===== config.mk =====
export PLATFORM = sky130hd
export DESIGN_NAME = param_address_register_file
export DESIGN_NICKNAME = d
export VERILOG_FILES = /design/src/rtl/arf_pkg.sv /design/src/rtl/addr_reg_cell.sv /design/src/rtl/param_address_register_file.sv
export SDC_FILE = /design/constraint.sdc
export NUM_CORES = 1
export LEC_CHECK = 0
export BUFFER_PORTS_ARGS = -buffer_cell sky130_fd_sc_hd__buf_2
export CORE_ASPECT_RATIO = 0.8
export CORE_MARGIN = 2
export CORE_UTILIZATION = 65
export CTS_BUF_LIST = sky130_fd_sc_hd__clkbuf_4 sky130_fd_sc_hd__clkbuf_8
export CTS_CLUSTER_DIAMETER = 50
export DETAILED_ROUTE_END_ITERATION = 8
export GPL_TIMING_DRIVEN = 1
export PLACE_DENSITY = 0.82
export RECOVER_POWER = 50
export SLEW_MARGIN = 20
export SYNTH_ARGS = -nofsm -noshare
export SYNTH_HDL_FRONTEND = slang
export SYNTH_SLANG_ARGS = --single-unit
export TNS_END_PERCENT = 100

===== constraint.sdc =====
create_clock -name Clock -period 4.2 [get_ports Clock]
set_input_delay 0.42 -clock Clock [delete_from_list [all_inputs] [get_ports Clock]]
set_output_delay 0.42 -clock Clock [all_outputs]
set_load 0.005 [all_outputs]

===== src/rtl/arf_pkg.sv =====
// Shared constants for the address register file: function-select codes and
// the fixed roles of the first three register slots.
package arf_pkg;

    localparam logic [2:0] FS_DEC   = 3'b000;  // decrement
    localparam logic [2:0] FS_INC   = 3'b001;  // increment
    localparam logic [2:0] FS_LOAD  = 3'b010;  // load full word
    localparam logic [2:0] FS_CLR   = 3'b011;  // clear
    localparam logic [2:0] FS_LDL_Z = 3'b100;  // low byte, zero-extend
    localparam logic [2:0] FS_LDL_K = 3'b101;  // low byte, keep upper bits
    localparam logic [2:0] FS_LDH_K = 3'b110;  // bits [15:8], keep the rest
    localparam logic [2:0] FS_LDL_S = 3'b111;  // low byte, sign-extend

    localparam int unsigned IDX_PC = 0;
    localparam int unsigned IDX_AR = 1;
    localparam int unsigned IDX_SP = 2;

endpackage


===== src/rtl/addr_reg_cell.sv =====
// One address register: active-low enable, FunSel decode, async reset to a
// per-instance value. at_top/at_bottom block inc/dec and raise *_held instead.
module addr_reg_cell
    import arf_pkg::*;
#(
    parameter int unsigned        DATA_W  = 16,
    parameter logic [DATA_W-1:0]  RST_VAL = '0
) (
    input  logic              clock,
    input  logic              reset,
    input  logic [DATA_W-1:0] d,
    input  logic              en_n,
    input  logic [2:0]        funsel,
    input  logic              at_top,
    input  logic              at_bottom,
    output logic [DATA_W-1:0] q,
    output logic              dec_held,
    output logic              inc_held
);

    localparam logic [DATA_W-1:0] LO_MASK = DATA_W'(8'hFF);
    localparam logic [DATA_W-1:0] HI_MASK = DATA_W'(16'hFF00);

    logic [DATA_W-1:0] q_next;

    // Next value for the selected operation; a blocked inc/dec keeps q.
    always_comb begin
        q_next = q;
        case (funsel)
            FS_DEC:   if (!at_bottom) q_next = q - DATA_W'(1);
            FS_INC:   if (!at_top)    q_next = q + DATA_W'(1);
            FS_LOAD:  q_next = d;
            FS_CLR:   q_next = '0;
            FS_LDL_Z: q_next = d & LO_MASK;
            FS_LDL_K: q_next = (q & ~LO_MASK) | (d & LO_MASK);
            // Narrower than 16 bits there is no upper byte to load: hold.
            FS_LDH_K: if (DATA_W >= 16) q_next = (q & ~HI_MASK) | (d & HI_MASK);
            FS_LDL_S: q_next = d[7] ? (d | ~LO_MASK) : (d & LO_MASK);
            default:  q_next = q;
        endcase
    end

    // Bound-hit events, only meaningful on an enabled edge.
    always_comb begin
        dec_held = !en_n && (funsel == FS_DEC) && at_bottom;
        inc_held = !en_n && (funsel == FS_INC) && at_top;
    end

    // Register state with async reset to the slot's reset value.
    always_ff @(posedge clock or posedge reset) begin
        if (reset) begin
            q <= RST_VAL;
        end else if (!en_n) begin
            q <= q_next;
        end
    end

endmodule


===== src/rtl/param_address_register_file.sv =====
// Address-side register file: PC, AR, SP and optional extra registers sharing
// one input bus and FunSel, two combinational read ports, and sticky SP
// overflow/underflow flags.
module param_address_register_file
    import arf_pkg::*;
#(
    parameter int unsigned       DATA_W    = 16,
    parameter int unsigned       NUM_REGS  = 4,
    parameter int unsigned       SEL_W     = $clog2(NUM_REGS),
    parameter logic [DATA_W-1:0] PC_RST    = '0,
    parameter logic [DATA_W-1:0] SP_TOP    = {DATA_W{1'b1}},
    parameter logic [DATA_W-1:0] SP_BOTTOM = {{(DATA_W-8){1'b1}}, 8'h00}
) (
    input  logic                Clock,
    input  logic                Reset,
    input  logic [DATA_W-1:0]   I,
    input  logic [NUM_REGS-1:0] RegSel,
    input  logic [2:0]          FunSel,
    input  logic [SEL_W-1:0]    OutCSel,
    input  logic [SEL_W-1:0]    OutDSel,
    input  logic                FlagClr,
    output logic [DATA_W-1:0]   OutC,
    output logic [DATA_W-1:0]   OutD,
    output logic                StackOvf,
    output logic                StackUnf
);

    logic [DATA_W-1:0]   regs [NUM_REGS];
    logic [NUM_REGS-1:0] at_top;
    logic [NUM_REGS-1:0] at_bottom;
    logic [NUM_REGS-1:0] dec_held;
    logic [NUM_REGS-1:0] inc_held;
    logic                ovf_q;
    logic                unf_q;

    for (genvar k = 0; k < NUM_REGS; k++) begin : g_reg
        localparam logic [DATA_W-1:0] RV = (k == IDX_PC) ? PC_RST :
                                           (k == IDX_SP) ? SP_TOP : '0;

        // Only SP is bounded; every other slot wraps freely.
        assign at_top[k]    = (k == IDX_SP) && (regs[k] == SP_TOP);
        assign at_bottom[k] = (k == IDX_SP) && (regs[k] == SP_BOTTOM);

        addr_reg_cell #(
            .DATA_W  (DATA_W),
            .RST_VAL (RV)
        ) u_cell (
            .clock     (Clock),
            .reset     (Reset),
            .d         (I),
            .en_n      (RegSel[k]),
            .funsel    (FunSel),
            .at_top    (at_top[k]),
            .at_bottom (at_bottom[k]),
            .q         (regs[k]),
            .dec_held  (dec_held[k]),
            .inc_held  (inc_held[k])
        );
    end

    // Sticky flags; a set on the same edge as FlagClr wins. Only the SP slot
    // can raise a held event, so OR-reducing is equivalent to picking it.
    always_ff @(posedge Clock or posedge Reset) begin
        if (Reset) begin
            ovf_q <= 1'b0;
            unf_q <= 1'b0;
        end else begin
            if (|dec_held)    ovf_q <= 1'b1;
            else if (FlagClr) ovf_q <= 1'b0;
            if (|inc_held)    unf_q <= 1'b1;
            else if (FlagClr) unf_q <= 1'b0;
        end
    end

    assign StackOvf = ovf_q;
    assign StackUnf = unf_q;

    // Read muxes; a select with no matching register yields zero.
    always_comb begin
        OutC = '0;
        OutD = '0;
        for (int k = 0; k < NUM_REGS; k++) begin
            if (OutCSel == SEL_W'(k)) OutC = regs[k];
            if (OutDSel == SEL_W'(k)) OutD = regs[k];
        end
    end

endmodule

# Yosys cells after proc, flatten, opt, wreduce, memory -nomap -nowiden
# Index checks and enable logic that the tools add are counted.
[word_totals]
reg_bits = 66
in_bits = 30
out_inout_bits = 34
elab_cells = 69
[classes]
addsub = 8
eq_ne = 17
mux = 18
n_bitwise = 9
n_reduce_logical = 11
[ops]
columns = ["op", "n"]
rows = [
  ["16-bit case mux with 8 select lines", 4],
  ["16-bit 2-to-1 mux", 11],
  ["16-bit by 1-bit adder with 16-bit output (second input constant)", 4],
  ["16-bit by 8-bit OR with 16-bit output", 4],
  ["8-bit by 16-bit OR with 16-bit output", 4],
  ["16-bit by 1-bit subtractor with 16-bit output (second input constant)", 4],
  ["16-bit equality test (second input constant)", 2],
  ["3-bit equality test (second input constant)", 4],
  ["2-bit equality test (second input constant)", 4],
  ["3-bit by 2-bit equality test with 1-bit output (second input constant)", 2],
  ["2-bit by 1-bit equality test with 1-bit output (second input constant)", 2],
  ["1-bit logical AND", 4],
  ["2-bit logical NOT", 2],
  ["2-bit inequality test (second input constant)", 2],
  ["2-bit nonzero test", 2],
  ["3-bit by 1-bit equality test with 1-bit output (second input constant)", 1],
  ["3-bit logical NOT", 1],
  ["1-bit 2-to-1 mux", 3],
  ["3-bit AND reduction", 1],
  ["1-bit logical NOT", 1],
  ["1-bit NOT", 1],
]

# Depth between registers and ports, before layout
# Gate-level depths: netlist of run 1.
[depth]
word_depth = 5
depth_mapped = 12
mapped_depth_nobuf = 12

# Cells and area by module
# From an unflattened synthesis of run 1, not the netlist that was laid out.
[unflattened]
hier_cells = 909
area_unflattened_um2 = 7723.7
[by_module_without_submodules]
columns = ["module", "instances", "cells_each", "area_per_inst_um2", "seq_area_each_um2"]
rows = [
  ["addr_reg_cell (g_reg[0].u_cell)", 1, 221, 1735.4, 400.4],
  ["addr_reg_cell (g_reg[1].u_cell)", 1, 220, 1730.4, 400.4],
  ["addr_reg_cell (g_reg[2].u_cell)", 1, 205, 1672.9, 420.4],
  ["addr_reg_cell (g_reg[3].u_cell)", 1, 205, 1652.8, 400.4],
  ["param_address_register_file", 1, 58, 932.1, 50.0],
]

# Worst setup path before layout of run 1
# Ideal clock, no wire load.
[synth_path]
path_kind = "input -> register"
startpoint = "input FunSel[1]"
endpoint = "register g_reg[0].u_cell.q[13]"
setup_ns = 0.126
arrival_ns = 3.921
required_time_ns = 4.074
path_slack_ns = 0.153
cell_stages = 11
n_path_buf = 0
cell_sequence = "nor2_1 nand2_1 ha_1 a2111o_1 a311o_1 nand2_2 o21bai_2 a21o_1 a211oi_2 nor3_1 a221o_1"
[synth_via]
elab_chain_len = 2
elab_cells_between_ends = 9
cone_classes = "eq/ne (7); mux (1); reduce/logical (1)"
[synth_lines]
columns = ["element", "line", "text"]
rows = [
  ["start, declared", "param_address_register_file.sv:18", "input logic [2:0] FunSel,"],
  ["3-bit equality test, or another cell as far along", "addr_reg_cell.sv:29", "case (funsel)"],
  ["16-bit case mux with 8 select lines *", "addr_reg_cell.sv:29", ""],
  ["end signal, assigned", "addr_reg_cell.sv:54", "q <= q_next;"],
  ["end, declared", "addr_reg_cell.sv:16", "output logic [DATA_W-1:0] q,"],
]
# Every way passes the cells marked *; elsewhere a longest branch is shown, timed or not.
# A chain may end at the register's enable or synchronous reset.

# Worst setup path in the final report of run 1
[layout_path]
startpoint = "input FunSel[1]"
endpoint = "register g_reg[1].u_cell.q[15]"
[layout_via]
elab_chain_len = 2
elab_cells_between_ends = 9
cone_classes = "eq/ne (7); mux (1); reduce/logical (1)"
[layout_lines]
columns = ["element", "line"]
rows = [
  ["3-bit equality test, or another cell as far along", "addr_reg_cell.sv:29"],
  ["16-bit case mux with 8 select lines *", "addr_reg_cell.sv:29"],
  ["end signal, assigned", "addr_reg_cell.sv:54"],
  ["end, declared", "addr_reg_cell.sv:16"],
]
# Marked as above.

==> results of run 1 <==
-- flip-flops by register name (all words and copies together), names as in the netlist --
name and flops:
StackOvf 1, StackUnf 1, g.u_cell.q 64
-- metrics by stage --
stage	total power, mW	hold WS [ns]	util	cell area, um^2	instances
global route	4.07	0.265	0.747	7300	939
global placement	3.01	0.494	0.724	7080	923
detailed placement	3.10	0.504	0.724	7080	923
CTS	3.79	0.173	0.749	7320	939
finish	3.84	0.269	0.747	7300	939
floorplan	2.56	0.464	-	6630	742
-- synth_stat cells, types with 5 or more instances --
master    number  area, um^2
o211ai_1       5        37.5
xor2_1        20         175
ha_1          62         776
nor2b_1       16         100
o21ai_1       42         210
nor3_1        17        85.1
a21oi_1       79         395
a221o_1        5        50.1
nand4_1        6        37.5
or3_1          5        31.3
clkbuf_1      21        78.8
mux4_2        32         721
dfstp_2       16         420
a22o_1         8        70.1
nand2_1       81         304
nand3_1       15        75.1
a21o_1        25         188
inv_1         29         109
xnor2_1       30         263
nor2_1        47         176
o221ai_1      13         114
dfrtp_1       50        1250
o21ai_0       26         130
-- where the power goes --
part	internal [mW]	leakage [nW]	total, mW	switching, mW
registers	0.805	0.801	1.06	0.257
clock network	0.407	0.120	0.666	0.259
logic	0.980	2.28	2.11	1.13
-- per-layer routing --
metal	part of all wire	GRT usage
met1	0.39	0.542
met2	0.45	0.610
met3	0.12	0.111
met4	0.037	0.166
met5	0	0
-- worst max-delay path by stage --
stage	cells past startpoint	endpoint	start
finish	13	g_reg[1].u_cell.q[15]$_DFFE_PP0N_	FunSel[1]
global route	13	g_reg[2].u_cell.q[14]$_DFFE_PP1P_	FunSel[1]
CTS	12	g_reg[1].u_cell.q[15]$_DFFE_PP0N_	FunSel[0]
detailed placement	12	g_reg[1].u_cell.q[15]$_DFFE_PP0N_	FunSel[0]
global placement	12	g_reg[1].u_cell.q[15]$_DFFE_PP0N_	FunSel[0]
floorplan	11	g_reg[0].u_cell.q[13]$_DFFE_PP0N_	FunSel[1]
-- cell type report --
cell class	instances	area [um^2]	area share
clock buffer	11	139	0.0190
clock inverter	5	103	0.0141
inverter	31	116	0.0159
multi-input combinational	619	4740	0.650
sequential	66	1670	0.229
tap	136	170	0.0233
timing repair buffer	71	359	0.0492
-- cells by family (layout without fill, tap and decap cells) --
group,after synthesis,after routing,synth area share
mux,35,35,0.113
simple gates,205,205,0.140
buf+inv,57,118,0.0332
fa+ha+maj,67,67,0.131
flops,66,66,0.252
compound gates,262,262,0.264
xor+xnor,50,50,0.0661
-- layout by cell type, fill, tap and decap left out, types with 7 or more instances in the layout --
cell	Yosys	layout
a21o_1	25	25
a21oi_1	79	79
a22o_1	8	8
buf_2	2	59
clkbuf_1	21	7
clkbuf_8	0	9
dfrtp_1	50	50
dfstp_2	16	16
ha_1	62	62
inv_1	29	29
mux4_2	32	32
nand2_1	81	80
nand3_1	15	15
nor2_1	47	46
nor2b_1	16	16
nor3_1	17	17
o21ai_0	26	26
o21ai_1	42	42
o221ai_1	13	13
xnor2_1	30	30
xor2_1	20	20
==> impl_metrics.py, run 1 <==
metrics = {
    "detailed_routing": {
        "drt_iter0_markers": 730,
        "routed_wl_um": 21000,
        "drc": 0,
        "viasPerCell": 6.96,
        "antenna_left": 0,
        "drt_first_pass_iters": 5,
        "post_drt_wl_per_cell_um": 22.4,
        "vias": 6532,
    },
    "setup_path": {
        "required_ns": 4.42,
        "path_class": "in2reg",
        "slowest_stage": "nand2_2",
        "r2r_cells": 10,
        "crit_path_frequent_cell": "o211ai_1",
        "critPathTopFamily": "compound AO/OA/AOI/OAI gates",
        "cp.buffers_inverters": 2,
        "r2r_end": "g_reg[2].u_cell.q[14]$_DFFE_PP1P_",
        "rr_startpoint": "g_reg[2].u_cell.q[1]$_DFFE_PP1P_",
        "cp_cell_sequence": "clkbuf_1, nor2_2, nand2_2, buf_4, ha_1, nand3_1, o2111ai_1, a31o_2, a41oi_2, o211ai_1, and3_1, o21ai_0, o211ai_1",
        "ff2ff_setup_slack_ns": 1.47,
        "critPathLaunchType": "primary input",
        "critPathMaxStageDelay_ns": 0.56,
        "cp_max_fo": 28,
        "crit_path_end_kind": "flip-flop",
        "worstPathArrival_ns": 3.77,
    },
    "global_route": {
        "antenna_found_initial": 0,
        "grt_max_degree": 41,
        "overflow": 0,
        "track_usage": 0.401,
        "grt_first_pass_wirelength_um": 33000,
        "grt_pass1_vias": 6294,
    },
    "logic_synthesis": {
        "synthDistinctLibCells": 74,
        "async_flop_share": 1.00,
        "synth_seq_cells": 66,
        "synth_cells": 742,
        "yosysWarnings": 0,
        "synth-edff-count": 0,
        "syn-num-nets": 838,
        "synth-main-ff-cell": "dfrtp_1",
        "synth.avg_cell_area_um2": 8.93,
        "synth_seq_area_share": 0.252,
        "syn_area_um2": 6630,
    },
    "die": {
        "io_pins": 64,
        "rows": 32,
        "start_util": 0.679,
        "die_w_um": 117,
        "core_area_um2": 9770,
        "die-area_um2": 11000,
        "die_height_um": 94.3,
    },
    "cells_and_area": {
        "layout.nets": 894,
        "n_antenna_cell": 0,
        "final_layout_size_suffix_gt1_frac": 0.186,
        "syn_to_final_growth_pct": 10.1,
        "n_fill_cell": 772,
    },
    "clock_network": {
        "path_clk_slew_ns": 0.08,
        "cts_sinks": 66,
        "clk_latency_ns": 0.36,
        "hold_buffers": 0,
        "cts_tree": "yes",
        "cts_resized": 0,
        "cts_buffer_depth": 2,
        "cts-root-buf": "clkbuf_8",
        "h-tree-depth": 3,
        "numCtsBuffers": 9,
        "cts_setup_buffers": 0,
    },
    "sta": {
        "layout_setup_ws_ns": 0.653,
        "period_minus_slack_ns": 3.55,
        "period_share": 0.845,
        "final-setup-viol-count": 0,
        "tns_ns": 0,
        "maxSlewHeadroom": -0.387,
        "fmax_ghz": 0.282,
        "slew_viol_final": 36,
        "tightest_slew_ns": 2.08,
        "rsz0062_at_grt": "false",
        "hold_violations": 0,
        "fin_skew_ns": 0.0109,
    },
    "worst_hold_path": {
        "min_to": "StackUnf$_DFFE_PP0P_",
        "hp-class": "in2reg",
        "hold_depth": 2,
        "min_from": "RegSel[2]",
    },
    "placed_design": {
        "io_buffer_count": 63,
        "place_ws_ns": 0.532,
        "hpwl_um": 15900,
        "place.gp.congestion": 1.06,
    },
    "power_and_ir_drop": {
        "p_per_area_nw_per_um2": 525,
        "p_leak_nw": 3.21,
        "max-vdd-ir-drop_uv": 290,
    },
    "status": {
        "status": "complete, but fails checks",
        "violations": "max-capacitance violations, max-slew violations",
    },
    "flow_run": {
        "drv_cap": 1,
    },
}
(Power assumes the default switching activity.)
==> inputs of run 2 (changes only) <==
Settings changed: CORE_UTILIZATION 65 to 63, PLACE_DENSITY 0.82 to 0.8.
Clock period 4.2 ns to 3.47 ns, I/O delays scaled along.
==> run 2 against run 1 <==
The flow now finishes without violations. First-iteration DRC count decreased by 15%. Highest routed layer unchanged. Power increased by 15%. Critical endpoint is now g_reg[2].u_cell.q[12]$_DFFE_PP1P_. Non-clock buffer count increased by 3. Sequential power increased by 19%. Final cell count increased by 0.75%.
==> impl_metrics.py, run 2 (synthesis gave the netlist of run 1 again) <==
metrics = {
    "cells_and_area": {
        "largest_reg_flops": 64,
        "layout.nets": 897,
        "final_layout_size_suffix_gt1_frac": 0.185,
        "final_common_cell": "nand2_1",
        "n_antenna_cell": 0,
        "regMostFlops": "g.u_cell.q",
        "syn_to_final_growth_pct": 9.59,
        "finalInstanceArea_um2": 7260,
        "most-common-layout-cells": "80 x nand2_1, 79 x a21oi_1, 62 x ha_1",
    },
    "clock_network": {
        "cts_setup_buffers": 0,
        "cts_sinks": 66,
        "hold_buffers": 0,
        "cts_resized": 0,
        "cts-root-buf": "clkbuf_8",
        "cts_buffer_depth": 2,
        "path_clk_slew_ns": 0.08,
        "clk_latency_ns": 0.36,
        "cts_tree": "yes",
        "numCtsBuffers": 9,
        "h-tree-depth": 3,
    },
    "detailed_routing": {
        "viasPerCell": 6.86,
        "drt_iter0_markers": 619,
        "routed_wl_um": 20200,
        "post_drt_wl_per_cell_um": 21.3,
        "vias": 6486,
        "antenna_left": 0,
        "drt_first_pass_iters": 6,
        "drc": 0,
    },
    "sta": {
        "tns_ns": 0,
        "rsz0062_at_grt": "false",
        "final-setup-viol-count": 0,
        "period_minus_slack_ns": 3.15,
        "fmax_ghz": 0.318,
        "maxSlewHeadroom": 0.0716,
        "slew_viol_final": 0,
        "hold_violations": 0,
        "period_share": 0.907,
        "whs_ns": 0.173,
        "tightest_slew_ns": 1.39,
        "fin_skew_ns": 0.00648,
    },
    "global_route": {
        "grt_max_degree": 41,
        "track_usage": 0.369,
        "grt_first_pass_wirelength_um": 32600,
        "grt_pass1_vias": 6429,
        "antenna_found_initial": 0,
        "overflow": 0,
    },
    "setup_path": {
        "critPathLaunchType": "primary input",
        "crit_path_end_kind": "flip-flop",
        "ff2ff_setup_slack_ns": 0.71,
        "r2r_cells": 10,
        "path_class": "in2reg",
        "rr_startpoint": "g_reg[2].u_cell.q[0]$_DFFE_PP1P_",
        "cp_max_fo": 14,
        "r2r_end": "g_reg[2].u_cell.q[14]$_DFFE_PP1P_",
        "required_ns": 3.72,
        "worstPathArrival_ns": 3.40,
    },
    "placed_design": {
        "place_area_um2": 7100,
        "place.gp.congestion": 1.01,
        "hpwl_um": 15400,
        "io_buffer_count": 63,
    },
    "die": {
        "die_w_um": 119,
        "rows": 33,
        "start_util": 0.647,
        "die-area_um2": 11400,
        "io_pins": 64,
        "die_height_um": 95.7,
        "core_area_um2": 10200,
    },
    "worst_hold_path": {
        "min_from": "FlagClr",
        "min_to": "StackUnf$_DFFE_PP0P_",
        "hp-class": "in2reg",
        "hold_depth": 2,
    },
    "power_and_ir_drop": {
        "power.total_mw": 4.43,
        "max-vdd-ir-drop_uv": 357,
        "p_leak_nw": 3.19,
        "p_per_area_nw_per_um2": 609,
    },
    "flow_run": {
        "drv_cap": 0,
    },
    "status": {
        "status": "finished clean",
    },
}
-- run 2: changes by cell type in the layout (fill, tap and decap cells not counted), moves of 2 or more --
cell,delta
buf_4,+3
bufinv_16,-3
clkbuf_8,+2
clkinv_2,+2
buf_2,-3
clkbuf_1,+3
-- run 2: stage by stage --
step	setup slack [ns]	util	cells
global placement	0.276	0.694	930
floorplan	0.0591	-	742
finish	0.322	0.709	946
detailed placement	0.218	0.694	930
CTS	0.555	0.711	946
global route	0.218	0.709	946
-- run 2: critical path, cell delays in order --
cell,delay [ns]
clkbuf_1,0.11
clkbuf_1,0.55
or2_0,0.91
nor3_1,0.09
nand4_1,0.17
nand3b_1,0.39
o21bai_1,0.48
a21oi_1,0.26
o31ai_1,0.09
-- run 2: power by group --
part | switching, mW | internal [mW] | total, mW
registers | 0.290 | 0.974 | 1.26
logic | 1.34 | 1.19 | 2.53
clock network | 0.320 | 0.311 | 0.631
-- run 2: worst max path at each step --
| stage | startpoint | to | slack (ns) |
|---|---|---|---|
| global route | FunSel[1] | g_reg[2].u_cell.q[15]$_DFFE_PP1P_ | 0.22 |
| floorplan | FunSel[1] | g_reg[0].u_cell.q[13]$_DFFE_PP0N_ | 0.06 |
| global placement | FunSel[1] | g_reg[0].u_cell.q[15]$_DFFE_PP0N_ | 0.28 |
| finish | FunSel[1] | g_reg[2].u_cell.q[12]$_DFFE_PP1P_ | 0.32 |
| detailed placement | FunSel[1] | g_reg[0].u_cell.q[15]$_DFFE_PP0N_ | 0.22 |
| CTS | FunSel[1] | g_reg[0].u_cell.q[15]$_DFFE_PP0N_ | 0.56 |
-- run 2: metal layers --
layer	global-route usage	vias to the layer above	wire, um
li1	-	2911	-
met1	0.497	3162	8210
met2	0.599	354	9300
met3	0.0664	59	1990
met4	0.147	0	670
met5	0	-	0
-- run 2: layout make-up --
class                   instances  area, um^2
multi-input cells             619        4740
fillers                       830        2980
flip-flops and latches         66        1670
repair buffers                 74         378
well taps                     140         175
clock buffers                  13         166
inverters                      31         116
clock inverters                 3        15.0
